[config.mk]
export PLATFORM = sky130hd
export DESIGN_NAME = debounce_sync
export DESIGN_NICKNAME = d
export VERILOG_FILES = /design/src/rtl/debounce_sync.sv
export SDC_FILE = /design/constraint.sdc
export NUM_CORES = 1
export LEC_CHECK = 0
export BUFFER_PORTS_ARGS = -buffer_cell sky130_fd_sc_hd__buf_2
export CAP_MARGIN = 30
export CORE_MARGIN = 2
export CORE_UTILIZATION = 49
export CTS_CLUSTER_SIZE = 12
export DETAILED_ROUTE_END_ITERATION = 12
export PLACE_DENSITY_LB_ADDON = 0.08
export SETUP_SLACK_MARGIN = 0.02
export SYNTH_ARGS = -nofsm -noshare
export SYNTH_HDL_FRONTEND = slang
export SYNTH_SLANG_ARGS = --single-unit
[constraint.sdc]
create_clock -name clk -period 1.65 [get_ports clk]
set_input_delay 0.33 -clock clk [delete_from_list [all_inputs] [get_ports clk]]
set_output_delay 0.33 -clock clk [all_outputs]
set_load 0.02 [all_outputs]
[src/rtl/debounce_sync.sv]
// debounce_sync: synchronizes one asynchronous, bouncy input and debounces it
// with a 4-state FSM. It produces a clean registered level plus registered
// single-cycle rise/fall pulses, and a busy flag while a change is pending.
module debounce_sync #(
  parameter int SYNC_STAGES     = 2,
  parameter int DEBOUNCE_CYCLES = 1000
) (
  input  logic clk,
  input  logic rst_n,
  input  logic btn_in,
  output logic btn_out,
  output logic rise,
  output logic fall,
  output logic busy
);

  localparam int CNT_W = $clog2(DEBOUNCE_CYCLES) + 1;
  localparam logic [CNT_W-1:0] CNT_LAST = CNT_W'(DEBOUNCE_CYCLES - 1);

  typedef enum logic [1:0] {
    S_LOW       = 2'd0,
    S_WAIT_HIGH = 2'd1,
    S_HIGH      = 2'd2,
    S_WAIT_LOW  = 2'd3
  } state_t;

  logic [SYNC_STAGES-1:0] r_sync;
  state_t                 r_state;
  logic [CNT_W-1:0]       r_cnt;
  logic                   r_btn_out;
  logic                   r_rise;
  logic                   r_fall;
  logic                   w_synced;

  assign w_synced = r_sync[SYNC_STAGES-1];

  // Synchronizer chain: shift the raw input through SYNC_STAGES flops.
  // NOTE: sequential state uses non-blocking assignments so every flop samples
  // the pre-edge value of its neighbour; blocking here would collapse the chain.
  always_ff @(posedge clk) begin
    if (!rst_n) begin
      r_sync <= '0;
    end else begin
      r_sync <= {r_sync[SYNC_STAGES-2:0], btn_in};
    end
  end

  // Debounce FSM: accept a level change only after DEBOUNCE_CYCLES equal
  // synced samples; pulses default low and are set only on acceptance.
  always_ff @(posedge clk) begin
    if (!rst_n) begin
      r_state   <= S_LOW;
      r_cnt     <= '0;
      r_btn_out <= 1'b0;
      r_rise    <= 1'b0;
      r_fall    <= 1'b0;
    end else begin
      r_rise <= 1'b0;
      r_fall <= 1'b0;
      case (r_state)
        S_LOW: begin
          if (w_synced) begin
            r_state <= S_WAIT_HIGH;
            r_cnt   <= CNT_W'(1);
          end else begin
            r_cnt <= '0;
          end
        end
        S_WAIT_HIGH: begin
          if (!w_synced) begin
            r_state <= S_LOW;
            r_cnt   <= '0;
          end else if (r_cnt == CNT_LAST) begin
            r_state   <= S_HIGH;
            r_btn_out <= 1'b1;
            r_rise    <= 1'b1;
            r_cnt     <= '0;
          end else begin
            r_cnt <= r_cnt + 1'b1;
          end
        end
        S_HIGH: begin
          if (!w_synced) begin
            r_state <= S_WAIT_LOW;
            r_cnt   <= CNT_W'(1);
          end else begin
            r_cnt <= '0;
          end
        end
        S_WAIT_LOW: begin
          if (w_synced) begin
            r_state <= S_HIGH;
            r_cnt   <= '0;
          end else if (r_cnt == CNT_LAST) begin
            r_state   <= S_LOW;
            r_btn_out <= 1'b0;
            r_fall    <= 1'b1;
            r_cnt     <= '0;
          end else begin
            r_cnt <= r_cnt + 1'b1;
          end
        end
        default: begin
          r_state <= S_LOW;
          r_cnt   <= '0;
        end
      endcase
    end
  end

  assign busy    = (r_state == S_WAIT_HIGH) || (r_state == S_WAIT_LOW);
  assign btn_out = r_btn_out;
  assign rise    = r_rise;
  assign fall    = r_fall;

endmodule

==> impl_metrics.json <==
{
  "run_status": "completed",
  "startpoint_class_of_the_critical_path": "flip-flop",
  "cts_max_path_buffers": 2,
  "rr_endpoint": "btn_out",
  "number_of_antenna_cells_inserted": 0,
  "switchingPower_w": 0.000140,
  "detailroute.via_count": 544,
  "worst_setup_path_endpoint": "btn_out",
  "postRouteWirelength_mm": 1.17,
  "p_int_w": 0.000578,
  "cpPeakStageDelay_ns": 0.56,
  "io-pin-count": 7,
  "detail_route.first_pass.iterations": 4,
  "synthDominantAreaCellType": "sky130_fd_sc_hd__dfxtp_1",
  "detail_route.iter0.violations": 6,
  "cts_root_buf": "sky130_fd_sc_hd__clkbuf_4",
  "grt_antenna_before_repair": 0,
  "worstPathMaxFanout": 5,
  "hold_buffers": 0,
  "drc": 0,
  "postSynthRegisterBits": 18,
  "maxCapViolations": 0,
  "reg2reg_setup_slack_ns": 0.002,
  "die_width_um": 42.8,
  "globalRouteTotalUtil": 0.141,
  "synth_largest_type_area_fraction": 0.487,
  "clk-insertion-delay-late_ns": 0.28,
  "setup.worst_path.class": "flip-flop to flip-flop",
  "maxSlewHeadroom": 0.766,
  "synth.yosys.seq_area_share": 0.487,
  "finalWorstPathRequiredPeriod_ns": 1.65,
  "clk_pin_slew_ns": 0.10,
  "post-place-ws_ns": 0.0155,
  "placedInstanceArea_um2": 826,
  "detail_route.wl_per_cell_um": 10.8,
  "synth_area_um2": 739,
  "slew_violations": 0,
  "cts_num_sinks": 18,
  "cts_max_level": 1,
  "gp_congestion": 0.785,
  "die_area_um2": 1840,
  "setup_viol": 0,
  "syn_avg_cell_area_um2": 9.36,
  "grt_setup_unrepaired": "yes",
  "critical_path.cell_chain": "or4b_4, nor4_4, nand2_1, a31o_2",
  "fin_skew_ns": 0.00368,
  "dpl.hpwl_um": 904,
  "core_region_area_um2": 1450,
  "grt_pass1_wl_mm": 1.93,
  "first_global_vias": 453,
  "hold_path_class": "input pin to flip-flop",
  "share_of_final_layout_standard_cells_stronger_than_drive_strength_1": 0.280,
  "cts_made_buffers": 3,
  "netlist_top_cells_area": "sky130_fd_sc_hd__dfxtp_1 49%, sky130_fd_sc_hd__nor2_1 7.1%, sky130_fd_sc_hd__xnor2_1 4.7%, sky130_fd_sc_hd__xor2_1 3.6%, sky130_fd_sc_hd__nand3_1 3.4%",
  "fin_crit_sh": 0.999,
  "initial_core_util": 0.509,
  "layout_net_count": 98,
  "worst_reg2reg_startpoint": "r_cnt[3]",
  "irDropWorstVdd_v": 0.000560,
  "timing_hold_violations_final": 0,
  "ant_nets": 0,
  "clkPwrFrac": 0.370,
  "timing.critical_path.required_ns": 1.84,
  "rows": 14,
  "worst_ep_arrival_time_ns": 1.83,
  "die_height_um": 42.8,
  "synth_warnings": 0,
  "power.density_nw_per_um2": 831,
  "finalWorstSetupSlack_ns": 0.00202,
  "cts_setup_buffers": 0,
  "cp_slowest_cell": "sky130_fd_sc_hd__or4b_4",
  "end_kind": "flip-flop",
  "multi_input_gate_area_um2": 355,
  "gr-total-overflow": 0,
  "grt_start_max_net_pins": 11,
  "syn-instance-count": 79,
  "area.growth.synth_to_final_pct": 16.8,
  "post-route-cell-area_um2": 863,
  "synth_nets": 83,
  "fmax_mhz": 607,
  "port_buffers": 6,
  "crit_path_start": "r_cnt[3]",
  "r2r.worst_path.cells": 4,
  "yosys.cell_types.count": 26,
  "detail_route.vias_per_cell": 4.99,
  "comb_power_share": 0.018,
  "worst-slew-pin-transition_ns": 0.349,
  "fillCellCount": 120,
  "sw_frac_of_total": 0.195,
  "cts_tree": "yes",
  "postCtsResizedCells": 0,
  "flop_pwr_share": 0.613,
  "seq_area_um2": 362,
  "total_leakage_power_nw": 0.341
}
-- state kept, by name, summed over array words and instances (netlist names), named ones only --
| name | count |
|---|---|
| btn_out | 1 |
| fall | 1 |
| r_cnt | 11 |
| r_state | 1 |
| r_sync | 2 |
| rise | 1 |
-- stage by stage --
stage	hold slack [ns]	total power (W)	util	cells	setup TNS, ns
2_1_floorplan	0.412	0.000456	-	79	0
3_3_place_gp	0.416	0.000462	0.568	105	0
3_5_place_dp	0.432	0.000463	0.568	105	0
4_1_cts	0.243	0.000722	0.593	109	-0.00214
5_1_grt	0.245	0.000747	0.594	109	-0.124
6_report	0.245	0.000718	0.594	109	0
-- worst min-delay path by stage --
| stage | from | endpoint | cells after the start | slack, ns |
|---|---|---|---|---|
| 2_1_floorplan | r_sync[0] | r_sync[1] | 1 | 0.41 |
| 4_1_cts | btn_in | r_sync[0] | 2 | 0.24 |
| 5_1_grt | btn_in | r_sync[0] | 2 | 0.25 |
| 6_report | btn_in | r_sync[0] | 2 | 0.25 |
| 3_3_place_gp | r_sync[0] | r_sync[1] | 1 | 0.42 |
| 3_5_place_dp | r_sync[0] | r_sync[1] | 1 | 0.43 |
-- layout make-up --
cell class / instances / area share
Clock buffer: 4 / 0.0420
Inverter: 4 / 0.0174
Multi-Input combinational cell: 55 / 0.412
Sequential cell: 18 / 0.419
Tap cell: 16 / 0.0232
Timing Repair Buffer: 12 / 0.0870
-- synth_stat cells --
cell type                  number
sky130_fd_sc_hd__o211ai_1       1
sky130_fd_sc_hd__a31o_2         1
sky130_fd_sc_hd__inv_1          4
sky130_fd_sc_hd__a21oi_1        1
sky130_fd_sc_hd__nor2b_1        3
sky130_fd_sc_hd__nand2_1        3
sky130_fd_sc_hd__ha_1           1
sky130_fd_sc_hd__and3_2         2
sky130_fd_sc_hd__dfxtp_1       18
sky130_fd_sc_hd__nor4_4         1
sky130_fd_sc_hd__o21ai_0        1
sky130_fd_sc_hd__buf_2          1
sky130_fd_sc_hd__and2_1         2
sky130_fd_sc_hd__o221a_2        2
sky130_fd_sc_hd__clkbuf_1       1
sky130_fd_sc_hd__nand4_1        1
sky130_fd_sc_hd__xor2_1         3
sky130_fd_sc_hd__nor3_1         4
sky130_fd_sc_hd__nand3_1        5
sky130_fd_sc_hd__o21a_1         1
sky130_fd_sc_hd__nor2_1        14
sky130_fd_sc_hd__or2_2          2
sky130_fd_sc_hd__or4b_4         1
sky130_fd_sc_hd__xnor2_1        4
sky130_fd_sc_hd__mux2i_1        1
sky130_fd_sc_hd__and3_1         1
-- metal layers --
layer,GRT usage,vias to the layer above,share of wire
met5,0,-,0
met4,0.0563,0,0
met3,0.0383,0,0.025
met2,0.188,6,0.41
met1,0.211,242,0.57
li1,-,296,-
-- cell families after synthesis --
group                    count (synthesis)  synth area share
flip-flops                              18             0.487
buffers and inverters                    6            0.0321
AND/OR/NAND/NOR                         39             0.291
XOR/XNOR                                 7            0.0829
adder cells (fa/ha/maj)                  1            0.0169
AO/OA/AOI/OAI                            7            0.0761
multiplexers                             1            0.0135
-- worst max-delay path: cells and delay by family, from the launching register on --
family / cells / cell delay [ns]
DFF: 1 / 0.33
and+or+nand+nor: 3 / 0.98
AOI/OAI and AO/OA: 1 / 0.25
-- layout by cell type, fill, tap and decap left out --
master / n
sky130_fd_sc_hd__dfxtp_2: 1
sky130_fd_sc_hd__clkbuf_8: 1
sky130_fd_sc_hd__dfxtp_1: 17
sky130_fd_sc_hd__a31o_2: 1
sky130_fd_sc_hd__and3_1: 1
sky130_fd_sc_hd__clkbuf_4: 3
sky130_fd_sc_hd__nand2_1: 3
sky130_fd_sc_hd__ha_1: 1
sky130_fd_sc_hd__nand3_1: 5
sky130_fd_sc_hd__xor2_1: 3
sky130_fd_sc_hd__o21ai_0: 1
sky130_fd_sc_hd__nor2_1: 14
sky130_fd_sc_hd__o221a_2: 2
sky130_fd_sc_hd__xnor2_1: 4
sky130_fd_sc_hd__mux2i_1: 1
sky130_fd_sc_hd__buf_2: 6
sky130_fd_sc_hd__a21oi_1: 1
sky130_fd_sc_hd__and3_2: 2
sky130_fd_sc_hd__and2_1: 2
sky130_fd_sc_hd__nor4_4: 1
sky130_fd_sc_hd__buf_4: 6
sky130_fd_sc_hd__o211ai_1: 1
sky130_fd_sc_hd__or4b_4: 1
sky130_fd_sc_hd__o21a_1: 1
sky130_fd_sc_hd__nor2b_1: 3
sky130_fd_sc_hd__or2_2: 2
sky130_fd_sc_hd__inv_1: 4
sky130_fd_sc_hd__nand4_1: 1
sky130_fd_sc_hd__nor3_1: 4
-- power by group through the flow --
stage	sequential (W)	combinational, W	clock (W)
4_1_cts	0.000440	0.0000128	0.000269
6_report	0.000440	0.0000126	0.000265
2_1_floorplan	0.000450	0.00000630	0
3_5_place_dp	0.000450	0.0000127	0
5_1_grt	0.000440	0.0000143	0.000292
3_3_place_gp	0.000450	0.0000123	0
No activity file was read; power rests on OpenSTA's default activity.
